## src/rtl/datapath_pkg.sv

```systemverilog
// datapath_pkg: ALU opcode encodings shared by the datapath and its ALU
package datapath_pkg;
  localparam logic [3:0] ALU_AND  = 4'b0000;
  localparam logic [3:0] ALU_OR   = 4'b0001;
  localparam logic [3:0] ALU_ADD  = 4'b0010;
  localparam logic [3:0] ALU_XOR  = 4'b0011;
  localparam logic [3:0] ALU_SUB  = 4'b0110;
  localparam logic [3:0] ALU_SLT  = 4'b0111;
  localparam logic [3:0] ALU_SLL  = 4'b1000;
  localparam logic [3:0] ALU_SRL  = 4'b1001;
  localparam logic [3:0] ALU_SRA  = 4'b1010;
  localparam logic [3:0] ALU_SLTU = 4'b1011;
  localparam logic [3:0] ALU_NOR  = 4'b1100;
endpackage

```

## src/rtl/alu_param.sv

```systemverilog
// alu_param: combinational XLEN-wide ALU; undefined opcodes yield 0
module alu_param
  import datapath_pkg::*;
#(
  parameter int XLEN = 32
) (
  input  logic [XLEN-1:0] a,
  input  logic [XLEN-1:0] b,
  input  logic [3:0]      op,
  output logic [XLEN-1:0] y
);
  localparam int SW = $clog2(XLEN);
  logic [SW-1:0] sh;
  assign sh = b[SW-1:0];
  // Opcode decode; shifts use only the low log2(XLEN) bits of b
  always_comb begin
    case (op)
      ALU_AND:  y = a & b;
      ALU_OR:   y = a | b;
      ALU_ADD:  y = a + b;
      ALU_XOR:  y = a ^ b;
      ALU_SUB:  y = a - b;
      ALU_SLT:  y = {{(XLEN-1){1'b0}}, $signed(a) < $signed(b)};
      ALU_SLTU: y = {{(XLEN-1){1'b0}}, a < b};
      ALU_NOR:  y = ~(a | b);
      ALU_SLL:  y = a << sh;
      ALU_SRL:  y = a >> sh;
      ALU_SRA:  y = $signed(a) >>> sh;
      default:  y = '0;
    endcase
  end
endmodule

```

## src/rtl/pipelined_datapath.sv

```systemverilog
// pipelined_datapath: register file + two-stage (EX/WB) ALU pipeline with full forwarding
module pipelined_datapath #(
  parameter int XLEN  = 32,
  parameter int NREGS = 32,
  localparam int RAW  = $clog2(NREGS)
) (
  input  logic            clk,
  input  logic            rst_n,
  input  logic            in_valid,
  output logic            in_ready,
  input  logic [RAW-1:0]  read_reg1,
  input  logic [RAW-1:0]  read_reg2,
  input  logic [RAW-1:0]  write_reg,
  input  logic [3:0]      alu_control,
  input  logic            use_imm,
  input  logic [XLEN-1:0] imm,
  input  logic            write_on_register,
  output logic            out_valid,
  input  logic            out_ready,
  output logic [XLEN-1:0] out_result,
  output logic            zero_flag,
  output logic [RAW-1:0]  out_write_reg
);
  logic [XLEN-1:0] rf [NREGS];
  logic            ex_valid, ex_wen;
  logic [XLEN-1:0] ex_a, ex_b;
  logic [3:0]      ex_op;
  logic [RAW-1:0]  ex_dest;
  logic            wb_valid, wb_wen, wb_zero;
  logic [XLEN-1:0] wb_result;
  logic [RAW-1:0]  wb_dest;
  logic [XLEN-1:0] alu_y, opa, opb;
  logic            wb_adv, ex_adv, retire;
  alu_param #(.XLEN(XLEN)) u_alu (.a(ex_a), .b(ex_b), .op(ex_op), .y(alu_y));
  assign wb_adv = !wb_valid || out_ready;
  assign ex_adv = !ex_valid || wb_adv;
  assign in_ready = ex_adv;
  assign retire = wb_valid && out_ready && wb_wen;
  assign out_valid = wb_valid;
  assign out_result = wb_result;
  assign zero_flag = wb_zero;
  assign out_write_reg = wb_dest;
  // Operand capture: EX (younger) beats WB beats the committed register file; x0 is never forwarded
  assign opa = read_reg1 == '0 ? '0
             : ex_valid && ex_wen && ex_dest == read_reg1 ? alu_y
             : wb_valid && wb_wen && wb_dest == read_reg1 ? wb_result
             : rf[read_reg1];
  assign opb = use_imm ? imm
             : read_reg2 == '0 ? '0
             : ex_valid && ex_wen && ex_dest == read_reg2 ? alu_y
             : wb_valid && wb_wen && wb_dest == read_reg2 ? wb_result
             : rf[read_reg2];
  // Register file holds committed state only; written at the retire handshake, x0 writes dropped
  always_ff @(posedge clk or negedge rst_n) begin
    if (!rst_n)
      for (int i = 0; i < NREGS; i++) rf[i] <= '0;
    else if (retire && wb_dest != '0)
      rf[wb_dest] <= wb_result;
  end
  // EX and WB pipeline registers advancing under the valid/ready rules
  always_ff @(posedge clk or negedge rst_n) begin
    if (!rst_n) begin
      ex_valid  <= 1'b0;
      ex_wen    <= 1'b0;
      ex_a      <= '0;
      ex_b      <= '0;
      ex_op     <= '0;
      ex_dest   <= '0;
      wb_valid  <= 1'b0;
      wb_wen    <= 1'b0;
      wb_zero   <= 1'b0;
      wb_result <= '0;
      wb_dest   <= '0;
    end else begin
      if (ex_adv) ex_valid <= in_valid;
      if (ex_adv && in_valid) begin
        ex_a    <= opa;
        ex_b    <= opb;
        ex_op   <= alu_control;
        ex_dest <= write_reg;
        ex_wen  <= write_on_register;
      end
      if (wb_adv) wb_valid <= ex_valid;
      if (wb_adv && ex_valid) begin
        wb_result <= alu_y;
        wb_zero   <= alu_y == '0;
        wb_dest   <= ex_dest;
        wb_wen    <= ex_wen;
      end
    end
  end
endmodule

```

## config.mk

```make
export PLATFORM = sky130hd
export DESIGN_NAME = pipelined_datapath
export DESIGN_NICKNAME = d
export VERILOG_FILES = /design/src/rtl/datapath_pkg.sv /design/src/rtl/alu_param.sv /design/src/rtl/pipelined_datapath.sv
export SDC_FILE = /design/constraint.sdc
export NUM_CORES = 2
export LEC_CHECK = 0
export CAP_MARGIN = 20
export CORE_ASPECT_RATIO = 1.25
export CORE_MARGIN = 1.5
export CORE_UTILIZATION = 30
export DETAILED_ROUTE_END_ITERATION = 6
export DONT_BUFFER_PORTS = 1
export PLACE_DENSITY = 0.51
export SETUP_SLACK_MARGIN = 0.5
export SYNTH_ARGS = -nofsm -noshare
export SYNTH_HDL_FRONTEND = slang
export SYNTH_SLANG_ARGS = --single-unit
export TNS_END_PERCENT = 5
```

## constraint.sdc

```tcl
create_clock -name clk -period 9.51 [get_ports clk]
set_input_delay 0.951 -clock clk [delete_from_list [all_inputs] [get_ports clk]]
set_output_delay 0.951 -clock clk [all_outputs]
set_load 0.01 [all_outputs]
```

==> impl_metrics.yaml <==
power_and_ir_drop:
  power.density_nw_per_um2: 201.3
  p_clk_frac: 0.316
  vdd_drop_max_uv: 155.4
  leakage_nw: 33.20
  p_int_mw: 10.24
  total_power_mw: 15.45
  combPwrFrac: 0.283
  power_switching_share: 0.3373
  p_seq_frac: 0.401
  switching_power_mw: 5.213
global_route:
  grt_pass1_vias: 49380
  grt_use_total: 0.2179
  gr-total-overflow: 0
  grt_pass1_wl_um: 373500
  grt_max_degree: 260
  antenna_found_initial: 18
run:
  cap_violations: 0
timing:
  finClkSkew_ns: 0.05352
  final.setup.worst_slack_ns: 3.727
  max_freq_ghz: 0.1729
  worst_hold_slack_ns: 0.1357
  relSlewSlack: -0.05126
  hold_viol_final: 0
  rsz0062_at_grt: "false"
  maxSlewViolCount: 128
  finalSetupViolCount: 0
  setup_tns_ns: 0
  period_share: 0.6081
  fin_crit_ns: 5.783
  worst_pin_slew_ns: 1.577
outcome:
  violations: "max-slew violations"
  run_status: "complete, but fails checks"
floorplanning:
  core-area_sq_um: 230500
  num_rows: 197
  die-area_sq_um: 234700
  die_h_um: 541.3
  ios: 97
  start_util: 0.3017
  fp.dieW_um: 433.6
yosys:
  synth_seq_cells: 1139
  postSynthCellCount: 5285
  syn_nets: 5444
  synth-main-ff-cell: "dfrtp_1"
  yosysUniqueCellTypes: 100
  async_flop_share: 1.000
  yosysWarnings: 0
  ys_seq_area_frac: 0.4099
  synth_edf_count: 0
  syn_area_sq_um: 69530
  avgSynthCellArea_sq_um: 13.16
routing:
  wirelength_um: 259300
  vias: 48260
  drc: 0
  via_per_inst: 5.909
  drt_pass1_iterations: 5
  drtIter0Drc: 4271
  avgRoutedWirePerCell_um: 31.75
  detail-route-antenna-nets: 0
setup_path:
  endpoint_kind: "flip-flop"
  r2r-start: "ex_b[0]"
  cp_max_fo: 50
  path_class: "flip-flop to flip-flop"
  r2r_cells: 12
  regToRegSetupSlack_ns: 3.73
  crit_path_start_kind: "flip-flop"
  crit_arrival_ns: 6.45
  r2r_end: "zero_flag"
  cp.required_ns: 10.18
clock_tree:
  cts_tree: "yes"
  clock_latency_ns: 0.79
  cts_made_buffers: 117
  cts_setup_buffers: 0
  cts_resized: 0
  h-tree-depth: 3
  holdBufCountCts: 0
  cts_root_buf: "clkbuf_16"
  clock-sinks: 1139
  clockBufferDepth: 3
  clk_pin_slew_ns: 0.07
cells_and_area:
  nets: 5136
  postLayoutCoreUtil: 0.3331
  largest_reg_flops: 1024
  fin_cells: 8168
  drive_gt1_frac: 0.4179
  area_delta_synth_final_pct: 10.41
  fillers: 22620
  largest-register: "rf"
  design_area_sq_um: 76770
place:
  place.gp.congestion: 1.012
  hpwl_um: 159200
  dp_slack_ns: 3.819
  io_buffers: 0
  placedInstanceArea_sq_um: 72550
  dp.cells: 7936
min_path:
  hp-class: "primary input to asynchronous set/reset pin"
## critical path, cell delays in order, from the launching register on
cell and delay [ns]:
dfrtp_4 0.82, buf_4 0.71, mux2_4 0.40, nor2_1 0.14
a2bb2oi_1 0.35, o311ai_1 0.28, a2111oi_1 0.99, and4bb_1 0.34
and4_1 0.27, nand4b_1 0.29, nor4_1 0.50, nand4_1 0.24
o31ai_2 0.25
## layer usage
layer	vias to the layer above	part of all wire	track usage
met5	-	0.00013	0
met2	1680	0.48	0.3588
met3	466	0.063	0.03975
met4	6	0.042	0.08781
li1	19770	-	-
met1	26340	0.41	0.2817
## cells by family after synthesis
kind of cell,Yosys count,synth area share
muxes,1833,0.4058
DFF,1139,0.4099
AOI/OAI and AO/OA,769,0.07405
and+or+nand+nor,753,0.05100
buffers and inverters,664,0.03752
adders and majority gates,102,0.01857
xor gates and xnor gates,25,0.003149
## layout make-up
type | count | area (sq um) | share of cell area
flip-flops and latches | 1139 | 28510 | 0.3714
inverters | 103 | 386.6 | 0.005036
multi-input cells | 3482 | 38790 | 0.5053
diodes | 9 | 22.52 | 0.0002934
well taps | 3084 | 3859 | 0.05026
clock inverters | 47 | 576.8 | 0.007513
repair buffers | 134 | 1169 | 0.01522
clock buffers | 170 | 3457 | 0.04503
## how the worst max path moves through the flow
stage             from   endpoint  slack, ns  cells after the start
2_1_floorplan  ex_b[1]  zero_flag       5.33                     15
3_3_place_gp   ex_b[3]   ex_b[20]       3.63                     15
3_5_place_dp   ex_b[0]  zero_flag       3.82                     12
4_1_cts        ex_b[0]  zero_flag       3.79                     12
5_1_grt        ex_b[1]  zero_flag       3.41                     13
6_report       ex_b[0]  zero_flag       3.73                     12
## layout by cell type, fill, tap and decap left out, drive strengths merged, types with 12 or more instances in the layout
cell type | Yosys | layout
nor4 | 31 | 31
a22oi | 18 | 18
nor2 | 156 | 156
a221oi | 41 | 41
inv | 101 | 105
nand2 | 308 | 308
o22ai | 14 | 14
nand2b | 24 | 24
o32ai | 12 | 12
nand3 | 56 | 56
a22o | 14 | 14
mux4 | 684 | 684
a21o | 14 | 14
dfrtp | 1139 | 1139
o21ai | 215 | 215
clkinv | 2 | 33
clkbuf | 430 | 170
o31ai | 19 | 19
o211ai | 88 | 88
mux2 | 1035 | 1035
mux2i | 114 | 114
and2 | 14 | 14
a211oi | 27 | 27
a21oi | 157 | 157
ha | 100 | 100
xor2 | 17 | 17
nor3 | 44 | 44
o221ai | 14 | 14
nor2b | 31 | 31
nand4 | 24 | 24
a2111oi | 15 | 15
buf | 131 | 134
a31oi | 16 | 16
## cell usage after synthesis (17+ instances only)
cell type / n / share of area
o31ai_1: 18 / 0.0019
a21oi_1: 157 / 0.011
a221oi_1: 38 / 0.0048
ha_1: 100 / 0.018
nor4_1: 30 / 0.0027
o21ai_1: 19 / 0.0014
a211oi_1: 27 / 0.0029
nor2_1: 156 / 0.0084
clkbuf_1: 429 / 0.023
buf_2: 38 / 0.0027
dfrtp_1: 1139 / 0.41
o211ai_1: 88 / 0.0095
nand4_1: 24 / 0.0022
mux4_2: 684 / 0.22
nand3_1: 56 / 0.0040
nand2b_1: 24 / 0.0022
nor2b_1: 31 / 0.0028
mux2i_1: 114 / 0.016
buf_1: 84 / 0.0045
inv_1: 100 / 0.0054
a22oi_1: 17 / 0.0018
nand2_1: 308 / 0.017
xor2_1: 17 / 0.0021
nor3_1: 42 / 0.0030
o21ai_0: 196 / 0.014
mux2_2: 1021 / 0.17
## power by group through the flow
stage	Combinational (mW)	Clock, mW	Sequential [mW]
6_report	4.37	4.88	6.20
5_1_grt	4.65	5.19	6.29
4_1_cts	4.30	5.01	6.18
3_5_place_dp	4.29	0	6.27
3_3_place_gp	4.27	0	6.20
2_1_floorplan	3.04	0	6.09
Power figures use the tool's default switching activity.
